==> src/rtl/vram_wr_ctrl_if.sv <==
// Packet-in / VRAM-write-out bundle for vram_wr_ctrl.
// The slave side is the controller; the master side is the packet source and VRAM.
interface vram_wr_ctrl_if #(
  parameter int AW = 17
);
  logic [7:0]    data_in;
  logic          data_en;
  logic [AW-1:0] addr2vram;
  logic [7:0]    data_rgb;
  logic          wea_r;
  logic          wea_g;
  logic          wea_b;
  logic          frame_done;
  logic          busy;
  logic [7:0]    err_cnt;

  modport master (
    output data_in, data_en,
    input  addr2vram, data_rgb, wea_r, wea_g, wea_b, frame_done, busy, err_cnt
  );

  modport slave (
    input  data_in, data_en,
    output addr2vram, data_rgb, wea_r, wea_g, wea_b, frame_done, busy, err_cnt
  );
endinterface

==> src/rtl/vram_wr_ctrl.sv <==
// Writes one video line per received packet into three VRAM colour planes.
// Header is a 16-bit line number; payload is R,G,B bytes per pixel.
module vram_wr_ctrl #(
  parameter int H_PIX   = 320,
  parameter int V_LINES = 240,
  parameter int AW      = 17
) (
  input  logic           clk,
  input  logic           RST,
  vram_wr_ctrl_if.slave  bus
);

  typedef enum logic [2:0] {IDLE, HDR0, HDR1, PIX, DROP} state_t;

  localparam logic [15:0] V_LINES_W = 16'(V_LINES);
  localparam logic [15:0] LAST_LINE = 16'(V_LINES - 1);
  localparam logic [AW-1:0] PIX_LAST = AW'(H_PIX - 1);

  state_t        state;
  logic [7:0]    byte0;
  logic [AW-1:0] base;
  logic [AW-1:0] pix;
  logic [1:0]    plane;
  logic          last_line;
  logic [AW-1:0] addr_q;
  logic [7:0]    data_q;
  logic          wea_r_q, wea_g_q, wea_b_q;
  logic          frame_done_q;
  logic [7:0]    err_q;

  logic [15:0]   line;
  logic          byte_last;
  logic [7:0]    err_next;

  assign line      = {byte0, bus.data_in};
  assign byte_last = (pix == PIX_LAST) && (plane == 2'd2);
  assign err_next  = (err_q == 8'hFF) ? err_q : err_q + 8'd1;

  always_ff @(posedge clk) begin
    if (RST) begin
      state        <= HDR0;
      byte0        <= '0;
      base         <= '0;
      pix          <= '0;
      plane        <= '0;
      last_line    <= 1'b0;
      addr_q       <= '0;
      data_q       <= '0;
      wea_r_q      <= 1'b0;
      wea_g_q      <= 1'b0;
      wea_b_q      <= 1'b0;
      frame_done_q <= 1'b0;
      err_q        <= '0;
    end else begin
      wea_r_q      <= 1'b0;
      wea_g_q      <= 1'b0;
      wea_b_q      <= 1'b0;
      frame_done_q <= 1'b0;
      case (state)
        IDLE: begin
          if (bus.data_en) begin
            byte0 <= bus.data_in;
            state <= HDR1;
          end
        end
        HDR0: begin
          if (!bus.data_en) state <= IDLE;
        end
        HDR1: begin
          if (!bus.data_en) begin
            err_q <= err_next;
            state <= IDLE;
          end else if (line < V_LINES_W) begin
            base      <= AW'(line) * AW'(H_PIX);
            pix       <= '0;
            plane     <= '0;
            last_line <= (line == LAST_LINE);
            state     <= PIX;
          end else begin
            err_q <= err_next;
            state <= DROP;
          end
        end
        PIX: begin
          if (!bus.data_en) begin
            err_q <= err_next;
            state <= IDLE;
          end else begin
            addr_q  <= base + pix;
            data_q  <= bus.data_in;
            wea_r_q <= (plane == 2'd0);
            wea_g_q <= (plane == 2'd1);
            wea_b_q <= (plane == 2'd2);
            if (plane == 2'd2) begin
              plane <= 2'd0;
              pix   <= pix + 1'b1;
            end else begin
              plane <= plane + 2'd1;
            end
            // A full line parks in DROP so any surplus bytes are swallowed silently.
            if (byte_last) begin
              frame_done_q <= last_line;
              state        <= DROP;
            end
          end
        end
        DROP: begin
          if (!bus.data_en) state <= IDLE;
        end
        default: state <= IDLE;
      endcase
    end
  end

  assign bus.addr2vram  = addr_q;
  assign bus.data_rgb   = data_q;
  assign bus.wea_r      = wea_r_q;
  assign bus.wea_g      = wea_g_q;
  assign bus.wea_b      = wea_b_q;
  assign bus.frame_done = frame_done_q;
  assign bus.busy       = (state != IDLE);
  assign bus.err_cnt    = err_q;

endmodule

==> src/flat_wrapper.sv <==
// flat-port wrapper written by rule: the top's interface ports become plain ports
module vram_wr_ctrl_flat 
#(
  parameter int H_PIX   = 320,
  parameter int V_LINES = 240,
  parameter int AW      = 17
)
  (clk, RST, bus_data_in, bus_data_en, bus_addr2vram, bus_data_rgb, bus_wea_r, bus_wea_g, bus_wea_b, bus_frame_done, bus_busy, bus_err_cnt);
  vram_wr_ctrl_if #(.AW(AW)) bus_i ();
  input  logic clk;
  input  logic RST;
  input wire logic [$bits(bus_i.data_in)-1:0] bus_data_in;
  input wire logic [$bits(bus_i.data_en)-1:0] bus_data_en;
  output wire logic [$bits(bus_i.addr2vram)-1:0] bus_addr2vram;
  output wire logic [$bits(bus_i.data_rgb)-1:0] bus_data_rgb;
  output wire logic [$bits(bus_i.wea_r)-1:0] bus_wea_r;
  output wire logic [$bits(bus_i.wea_g)-1:0] bus_wea_g;
  output wire logic [$bits(bus_i.wea_b)-1:0] bus_wea_b;
  output wire logic [$bits(bus_i.frame_done)-1:0] bus_frame_done;
  output wire logic [$bits(bus_i.busy)-1:0] bus_busy;
  output wire logic [$bits(bus_i.err_cnt)-1:0] bus_err_cnt;
  assign bus_i.data_in = bus_data_in;
  assign bus_i.data_en = bus_data_en;
  assign bus_addr2vram = bus_i.addr2vram;
  assign bus_data_rgb = bus_i.data_rgb;
  assign bus_wea_r = bus_i.wea_r;
  assign bus_wea_g = bus_i.wea_g;
  assign bus_wea_b = bus_i.wea_b;
  assign bus_frame_done = bus_i.frame_done;
  assign bus_busy = bus_i.busy;
  assign bus_err_cnt = bus_i.err_cnt;
  vram_wr_ctrl #(.H_PIX(H_PIX), .V_LINES(V_LINES), .AW(AW)) u_core (.clk(clk), .RST(RST), .bus(bus_i));
endmodule
==> config.mk <==
export PLATFORM = sky130hd
export DESIGN_NAME = vram_wr_ctrl_flat
export DESIGN_NICKNAME = d
export VERILOG_FILES = /design/src/rtl/vram_wr_ctrl_if.sv /design/src/rtl/vram_wr_ctrl.sv /design/src/flat_wrapper.sv
export SDC_FILE = /design/constraint.sdc
export NUM_CORES = 1
export LEC_CHECK = 0
export BUFFER_PORTS_ARGS = -buffer_cell sky130_fd_sc_hd__buf_4
export CAP_MARGIN = 5
export CORE_MARGIN = 2
export CORE_UTILIZATION = 45
export CTS_BUF_LIST = sky130_fd_sc_hd__clkbuf_8
export DETAILED_ROUTE_END_ITERATION = 16
export SLEW_MARGIN = 20
export SYNTH_ARGS = -nofsm -noshare
export SYNTH_HDL_FRONTEND = slang
export SYNTH_SLANG_ARGS = --single-unit
==> constraint.sdc <==
create_clock -name clk -period 4.6 [get_ports clk]
set_input_delay 0.46 -clock clk [delete_from_list [all_inputs] [get_ports clk]]
set_output_delay 0.46 -clock clk [all_outputs]
set_load 0.01 [all_outputs]
==> run_results.csv, run 1 <==
group,metric,value,unit
outcome,status,"completed",
clock_network,post_cts_buffers,0,
setup_path,worst-path-max-fanout,6,
grt,grt_first_pass_wirelength,15800,µm
placed_design,dpl_cell_area,0.00448,mm²
logic_synthesis,synth_xor_area_share,6.43,%
logic_synthesis,yosysSeqAreaShare,38.7,%
logic_synthesis,synth-async-reset-ratio,0,%
clock_network,cts_tree,"yes",
power,power.density,324,mW/mm²
setup_path,crit_type,"flip-flop to flip-flop",
clock_network,clock-sinks,79,
logic_synthesis,synthSimpleGateAreaFrac,25.0,%
die,start_util,46.6,%
die,rows,34,
clock_network,h-tree-depth,3,
sta,hold_violations,0,
grt,grt_usage,20.1,%
layout,final_cells,642,
grt,first_global_vias,3219,
logic_synthesis,synth_fa_ha_area_share,9.25,%
route,ant_nets,0,
placed_design,hpwl,6750,µm
setup_path,cp.arrival,2870,ps
logic_synthesis,yosys-top-cells-area,"dfxtp_1 (39%), ha_1 (8.3%), nand2_1 (7.6%)",
power,leakagePower,1.83,nW
sta,worstMarginPinSlew,1070,ps
setup_path,crit_path_end_kind,"flip-flop",
route,vias_per_cell,5.50,
min_path,hold_class,"primary input to flip-flop",
layout,diodes,0,
die,die_w,99.3,µm
grt,antenna_found_initial,0,
setup_path,worst-r2r-setup-slack,1970,ps
logic_synthesis,synthCells,493,
layout,post-route-util,53.4,%
placed_design,post-place-ws,1960,ps
clock_network,numCtsBuffers,9,
die,core_area,0.00876,mm²
route,dr.first_iter.drc_count,176,
clock_network,clk_pin_slew_worst_paths,80,ps
layout,final_cell_mix,"nand2_1 (83), dfxtp_1 (79), a21oi_1 (53)",
die,io_pins,49,
grt,grt_max_degree,67,
logic_synthesis,syn_area,0.00409,mm²
logic_synthesis,syn_avg_cell_area,8.29,µm²
sta,layout_min_cycle_time,2630,ps
die,fp.dieArea,0.00986,mm²
sta,fmax,0.380,GHz
placed_design,routabilityCongestion,0.875,
layout,final_nets,569,
setup_path,start_kind,"flip-flop",
setup_path,worstPathRequired,4840,ps
route,drcViolationCount,0,
logic_synthesis,synth_top_family_by_area,"simple AND/OR/NAND/NOR gates",
power,ir_drop,0.194,mV
logic_synthesis,synth_nets,533,
logic_synthesis,synth_compound_area_share,16.6,%
layout,drive_gt1_share,13.5,%
sta,clock-skew-final,6.15,ps
sta,fin_tns_setup,0,ps
sta,whs,383,ps
sta,rsz0062_at_grt,"no",
clock_network,insertion_delay,350,ps
logic_synthesis,synth-seq-cells,79,
sta,setup_viol,0,
die,dieHeight,99.3,µm
clock_network,ctsHoldBuffers,0,
logic_synthesis,yosysWarningCount,0,
sta,fin_ws,1970,ps
clock_network,cts_resized,0,
route,wl_per_cell,15.0,µm
placed_design,port_buffers,48,
logic_synthesis,synth_cell_types,49,
logic_synthesis,yosys.area.top_type,"dfxtp_1",
route,drtPass1Iterations,4,
route,wirelength,9650,µm
logic_synthesis,synth-edff-count,0,
clock_network,cts_root_buf,"clkbuf_8",
layout,final_common_cell,"nand2_1",
layout,area_delta_synth_final,14.5,%
logic_synthesis,synth_ff_type,"dfxtp_1",
grt,overflow,0,
logic_synthesis,muxShareOfSynthArea,0,%
route,vias,3533,
flow_run,drv_cap,0,
clock_network,clockBufferDepth,2,
placed_design,dpl.cell_count,626,
power,total_power,1.52,mW
sta,relSlewSlack,26.6,%
logic_synthesis,synth.top_cell.area_share,38.7,%
sta,fin_crit_sh,57.3,%
sta,slew_viol_final,0,
layout,fin_area,0.00468,mm²
==> cell usage after synthesis (7+ instances only) <==
| master | instances |
|---|---|
| a21o_1 | 7 |
| a21oi_1 | 53 |
| clkbuf_1 | 17 |
| dfxtp_1 | 79 |
| ha_1 | 27 |
| inv_1 | 13 |
| nand2_1 | 83 |
| nand3_1 | 11 |
| nand3b_1 | 8 |
| nand4_1 | 7 |
| nor2_1 | 36 |
| nor3_1 | 12 |
| o21ai_0 | 15 |
| xnor2_1 | 17 |
| xor2_1 | 13 |
==> final timing paths <==
kind	from	end	cells past startpoint
setup / recovery	u_core.pix[10]	u_core.bus.addr2vram[15]	6
hold / removal	bus_data_in[2]	u_core.bus.data_rgb[2]	3
setup reg to reg	u_core.pix[10]	u_core.bus.addr2vram[15]	6
hold reg to reg	u_core.bus.addr2vram[10]	u_core.bus.addr2vram[10]	2
==> metal layers <==
layer | global-route usage [%] | vias up | share of wire (%)
li1 | - | 1806 | -
met1 | 27.7 | 1632 | 49
met2 | 32.2 | 81 | 47
met3 | 2.95 | 14 | 3.1
met4 | 6.95 | 0 | 1.8
met5 | 0 | - | 0
==> cell type report <==
cell class | count | area, µm²
flip-flops and latches | 79 | 1580
clock buffers | 10 | 138
inverters | 13 | 48.8
repair buffers | 50 | 375
clock inverters | 6 | 60.1
fillers | 851 | 4080
well taps | 108 | 135
multi-input cells | 376 | 2340
==> state kept, by name, indices dropped and copies added (netlist names) <==
register,cells
u_core.bus.err_cnt,8
u_core.state,3
u_core.base,11
u_core.bus.wea_g,1
u_core.pix,17
u_core.last_line,1
u_core.bus.addr2vram,17
u_core.bus.wea_b,1
u_core.bus.data_rgb,8
u_core.bus.wea_r,1
u_core.plane,2
u_core.bus.frame_done,1
u_core.byte0,8
==> critical path, cell delays in order, from the launching register on <==
cell,delay (ps)
dfxtp_1,480
ha_1,330
and3_1,200
a2111oi_0,940
o21ai_0,280
xnor2_1,200
o21ai_0,90
==> cell families (layout without fill, tap and decap cells) <==
family,after synthesis,count (layout)
simple gates,205,205
compound gates,112,112
flops,79,79
buf+inv,38,79
xor+xnor,30,30
fa+ha+maj,29,29
==> power by group <==
part	switching, mW	leakage (nW)	total [mW]	internal [mW]
logic	0.148	1.09	0.252	0.104
registers	0.0299	0.637	0.739	0.709
clock network	0.263	0.0981	0.526	0.263
total	0.441	1.83	1.52	1.08
Note: power is estimated with default switching activity, not from simulation.
==> run 2: changes to the inputs <==
--- a/config.mk
+++ b/config.mk
@@ -11,6 +11,7 @@
 export CORE_UTILIZATION = 45
 export CTS_BUF_LIST = sky130_fd_sc_hd__clkbuf_8
 export DETAILED_ROUTE_END_ITERATION = 16
+export PLACE_DENSITY = 0.67
 export SLEW_MARGIN = 20
 export SYNTH_ARGS = -nofsm -noshare
 export SYNTH_HDL_FRONTEND = slang
==> constraint.sdc (replaced) <==
create_clock -name clk -period 2.15 [get_ports clk]
set_input_delay 0.215 -clock clk [delete_from_list [all_inputs] [get_ports clk]]
set_output_delay 0.215 -clock clk [all_outputs]
set_load 0.01 [all_outputs]
==> run 2 against run 1 <==
Net effect: fmax rose by 26%; global-route usage is 0.71 points higher; die area stayed put; final cell count grew 6.5%; critical path type unchanged; critical endpoint is now u_core.pix[12]; largest cell class unchanged; largest power group unchanged.
==> run_results.csv, run 2 (synthesis results as in run 1) <==
group,metric,value,unit
power,power.density,689,mW/mm²
setup_path,critPathSlowestCell,"or4_4",
clock_network,clock-sinks,79,
setup_path,crit_path_end_kind,"flip-flop",
layout,num-fill-cells,816,
flow_run,drv_cap,0,
sta,hold_violations,0,
route,drtPass1Iterations,4,
setup_path,crit_type,"flip-flop to flip-flop",
grt,grt_first_pass_wirelength,16600,µm
layout,post-route-util,58.9,%
route,ant_nets,0,
clock_network,h-tree-depth,3,
sta,rsz0062_at_grt,"yes",
route,vias,3738,
sta,slew_viol_final,0,
placed_design,port_buffers,48,
setup_path,worstPathRequired,2440,ps
grt,antenna_found_initial,0,
grt,grt_max_degree,67,
die,dieHeight,99.3,µm
route,wirelength,10100,µm
die,fp.dieArea,0.00986,mm²
min_path,hold_class,"primary input to flip-flop",
setup_path,worst-path-max-fanout,6,
power,ir_drop,0.535,mV
grt,first_global_vias,3498,
placed_design,routabilityCongestion,0.846,
placed_design,dpl_cell_area,0.00478,mm²
die,start_util,46.6,%
layout,fin_area,0.00516,mm²
grt,grt_usage,20.8,%
sta,clock-skew-final,6.60,ps
layout,drive_gt1_share,22.9,%
sta,setup_viol,0,
sta,layout_min_cycle_time,2090,ps
die,core_area,0.00876,mm²
die,io_pins,49,
clock_network,cts_tree,"yes",
route,vias_per_cell,5.46,
power,leakagePower,2.08,nW
die,die_w,99.3,µm
route,wl_per_cell,14.7,µm
route,drcViolationCount,0,
layout,final_nets,611,
setup_path,path_cells,"or4_4 -> nor4_4 -> buf_6 -> buf_6 -> o211ai_2 -> or3_1 -> a21oi_1",
sta,worstMarginPinSlew,671,ps
clock_network,insertion_delay,360,ps
sta,fin_crit_sh,97.0,%
clock_network,clk_pin_slew_worst_paths,80,ps
route,dr.first_iter.drc_count,103,
grt,overflow,0,
die,rows,34,
setup_path,cp.arrival,2380,ps
setup_path,crit_path_frequent_cell,"buf_6",
layout,diodes,0,
sta,fmax,0.480,GHz
clock_network,clockBufferDepth,2,
sta,relSlewSlack,55.3,%
setup_path,start_kind,"flip-flop",
layout,final_cell_mix,"buf_4 (87), nand2_1 (83), dfxtp_1 (77)",
clock_network,cts_root_buf,"clkbuf_8",
outcome,status,"completed",
layout,final_common_cell,"buf_4",
setup_path,slowest_delay,540,ps
clock_network,numCtsBuffers,9,
clock_network,ctsHoldBuffers,0,
placed_design,hpwl,7150,µm
layout,area_delta_synth_final,26.2,%
## run 2: changes by cell type in the layout (fill, tap and decap cells not counted), sizes merged
cell | previous run | this run
buf | 50 | 92
bufinv | 1 | 3
clkbuf | 10 | 9
clkinvlp | 2 | 0
inv | 13 | 14
## run 2: per-layer routing
metal  GRT usage [%]  up-vias  share of wire, %
met5               0        -                 0
li1                -     1897                 -
met4            6.64        0               1.4
met3            2.81       12               3.6
met1            28.0     1763                48
met2            34.7       66                47
## run 2: cell type report
type	instances	area, µm²	share of cell area (%)
inverter	13	48.8	0.946
multi-input combinational	376	2440	47.3
sequential	79	1580	30.7
tap	108	135	2.62
timing repair buffer	92	712	13.8
clock inverter	7	113	2.18
clock buffer	9	124	2.40
## run 2: what timing repair did
action	in CTS	in global routing
endpoints found under the hold margin	0	0
gates cloned	0	1
pin swaps	1	15
setup buffers	2	1
setup endpoints to repair	4	36
gates resized for setup	1	25
## run 2: final timing paths
kind / start / end / slack (ps) / cells past startpoint
min reg2reg: u_core.bus.addr2vram[10] / u_core.bus.addr2vram[10] / 450 / 2
min: bus_data_in[7] / u_core.bus.data_rgb[7] / 140 / 3
max: u_core.byte0[4] / u_core.pix[12] / 60 / 7
max reg2reg: u_core.byte0[4] / u_core.pix[12] / 60 / 7
## run 2: power breakdown
| group | internal (mW) | total, mW | switching (mW) |
|---|---|---|---|
| clock | 0.765 | 1.32 | 0.560 |
| combinational | 0.300 | 0.678 | 0.377 |
| sequential | 1.52 | 1.55 | 0.0363 |
| total | 2.58 | 3.56 | 0.973 |
## run 2: worst max-delay path: cells and delay by family (launching register included)
kind / cells / cell delay, ps
AND/OR/NAND/NOR: 3 / 1190
AO/OA/AOI/OAI: 2 / 200
flip-flops: 1 / 320
buffers and inverters: 2 / 310
## run 2: per-stage QoR
stage | hold slack [ps] | instances | TNS [ps] | total power, mW | worst slack, ps
global placement | 441 | 664 | 0 | 2.22 | 11.6
floorplan | 351 | 493 | 0 | 2.00 | 59.6
CTS | 137 | 682 | 0 | 3.56 | 23.0
detailed placement | 448 | 664 | -123 | 2.24 | -39.3
global route | 145 | 684 | -108 | 3.71 | -34.6
finish | 137 | 684 | 0 | 3.56 | 64.5
==> run 3: changes to the inputs <==
==> constraint.sdc (replaced) <==
create_clock -name clk -period 2.15 [get_ports clk]
set_input_delay 0.3225 -clock clk [delete_from_list [all_inputs] [get_ports clk]]
set_output_delay 0.3225 -clock clk [all_outputs]
set_load 0.01 [all_outputs]
==> run 3 against run 2 <==
Net effect: the run now ends with setup timing left; final area is 0.95% higher; flip-flop and latch count stayed put; non-clock buffer count is 5 higher; register-to-register slack worse by 110 ps; clock skew is 1.8 ps higher; via count is 1.3% higher; utilization is 0.56 points higher; sequential share of layout area is 0.29 points lower; highest routed layer unchanged.
==> run_results.csv, run 3 (synthesis results as in run 1) <==
group,metric,value,unit
grt,antenna_found_initial,0,
power,power_frac_clock,39.3,%
setup_path,critPathSlowestCell,"or4_4",
die,start_util,46.6,%
setup_path,path_cells,"or4_4 -> nor4_4 -> buf_6 -> o21ai_2 -> or4_1 -> a21oi_1",
power,p_int,2.71,mW
grt,overflow,0,
layout,final_cell_mix,"buf_4 (93), nand2_1 (83), dfxtp_1 (77)",
sta,relSlewSlack,56.1,%
clock_network,clock-sinks,79,
route,ant_nets,0,
setup_path,start_kind,"flip-flop",
clock_network,h-tree-depth,3,
layout,drive_gt1_share,22.7,%
layout,area_delta_synth_final,27.4,%
clock_network,clockBufferDepth,2,
die,die_w,99.3,µm
outcome,violations,"setup timing",
die,core_area,0.00876,mm²
flow_run,drv_cap,0,
route,vias_per_cell,5.49,
grt,first_global_vias,3546,
placed_design,post-place-ws,-147,ps
sta,fin_crit_sh,102,%
layout,diodes,0,
sta,setup_viol,2,
sta,layout_min_cycle_time,2190,ps
route,wl_per_cell,14.5,µm
setup_path,cp.arrival,2480,ps
layout,final_nets,616,
min_path,hold_class,"primary input to flip-flop",
grt,grt_max_degree,67,
layout,num-fill-cells,800,
layout,final_common_cell,"buf_4",
clock_network,insertion_delay,360,ps
layout,post-route-util,59.4,%
route,drtPass1Iterations,4,
power,pwr-share-comb,18.7,%
clock_network,ctsHoldBuffers,0,
placed_design,routabilityCongestion,0.875,
sta,whs,238,ps
placed_design,port_buffers,48,
setup_path,worstPathRequired,2440,ps
sta,fin_ws,-42.7,ps
route,vias,3786,
setup_path,worst-path-max-fanout,6,
sta,clock-skew-final,8.43,ps
route,drcViolationCount,0,
clock_network,cts_tree,"yes",
die,io_pins,49,
power,switching_share,26.5,%
power,leakagePower,2.13,nW
sta,hold_violations,0,
clock_network,clk_pin_slew_worst_paths,80,ps
placed_design,hpwl,7110,µm
route,wirelength,9980,µm
clock_network,cts_root_buf,"clkbuf_8",
die,dieHeight,99.3,µm
outcome,status,"finished with violations",
power,power_frac_seq,42.0,%
die,rows,34,
setup_path,crit_type,"flip-flop to flip-flop",
sta,worstMarginPinSlew,658,ps
clock_network,numCtsBuffers,9,
setup_path,crit_path_end_kind,"flip-flop",
sta,slew_viol_final,0,
sta,rsz0062_at_grt,"yes",
power,ir_drop,0.530,mV
route,dr.first_iter.drc_count,145,
grt,grt_usage,21.2,%
die,fp.dieArea,0.00986,mm²
grt,grt_first_pass_wirelength,17000,µm
setup_path,slowest_delay,550,ps
power,switchingPower,0.979,mW
sta,fmax,0.456,GHz
power,power.density,708,mW/mm²
[run 3: power groups by stage]
stage | registers [mW] | clock network (mW) | logic [mW]
final | 1.55 | 1.45 | 0.688
after detailed placement | 1.58 | 0 | 0.655
after floorplan | 1.59 | 0 | 0.413
after global routing | 1.56 | 1.53 | 0.761
after CTS | 1.55 | 1.47 | 0.668
after global placement | 1.58 | 0 | 0.644
[run 3: cell type report]
cell class	count	area (µm²)	share of cell area, %
multi-input cells	376	2430	46.6
clock inverters	7	136	2.62
well taps	108	135	2.59
repair buffers	97	752	14.4
flip-flops and latches	79	1580	30.4
inverters	13	48.8	0.937
clock buffers	9	124	2.38
[run 3: timing repair]
item,4_1_cts,5_1_grt
setup endpoints to repair,20,13
buffers inserted,1,2
resized for setup,1,20
gates cloned,0,0
pin swaps,1,11
[run 3: critical path: cells and delay by family, from the launching register on]
family / cells / cell delay [ps]
AND/OR/NAND/NOR: 3 / 1400
AO/OA/AOI/OAI: 2 / 200
buffers and inverters: 1 / 190
flip-flops: 1 / 330
[run 3: routing by layer]
metal / global-route usage (%) / wire length, µm
met4: 5.69 / 120
met3: 4.43 / 394
met5: 0 / 0
met1: 28.2 / 4730
met2: 35.0 / 4740
[run 3: final timing paths]
path | endpoint | start | slack (ps) | depth (start not counted)
max | u_core.pix[16] | u_core.byte0[4] | -40 | 6
min | u_core.bus.data_rgb[2] | bus_data_in[2] | 240 | 3
max reg2reg | u_core.pix[16] | u_core.byte0[4] | -40 | 6
min reg2reg | u_core.bus.addr2vram[11] | u_core.bus.addr2vram[11] | 460 | 2
[run 3: stage by stage]
stage | std cells | TNS, ps | power, mW | cell area (µm²)
global placement | 670 | -88.6 | 2.23 | 4820
floorplan | 493 | 0 | 2.00 | 4090
CTS | 687 | 0 | 3.69 | 5100
global route | 689 | -430 | 3.85 | 5210
detailed placement | 670 | -187 | 2.24 | 4820
finish | 689 | -42.8 | 3.69 | 5210
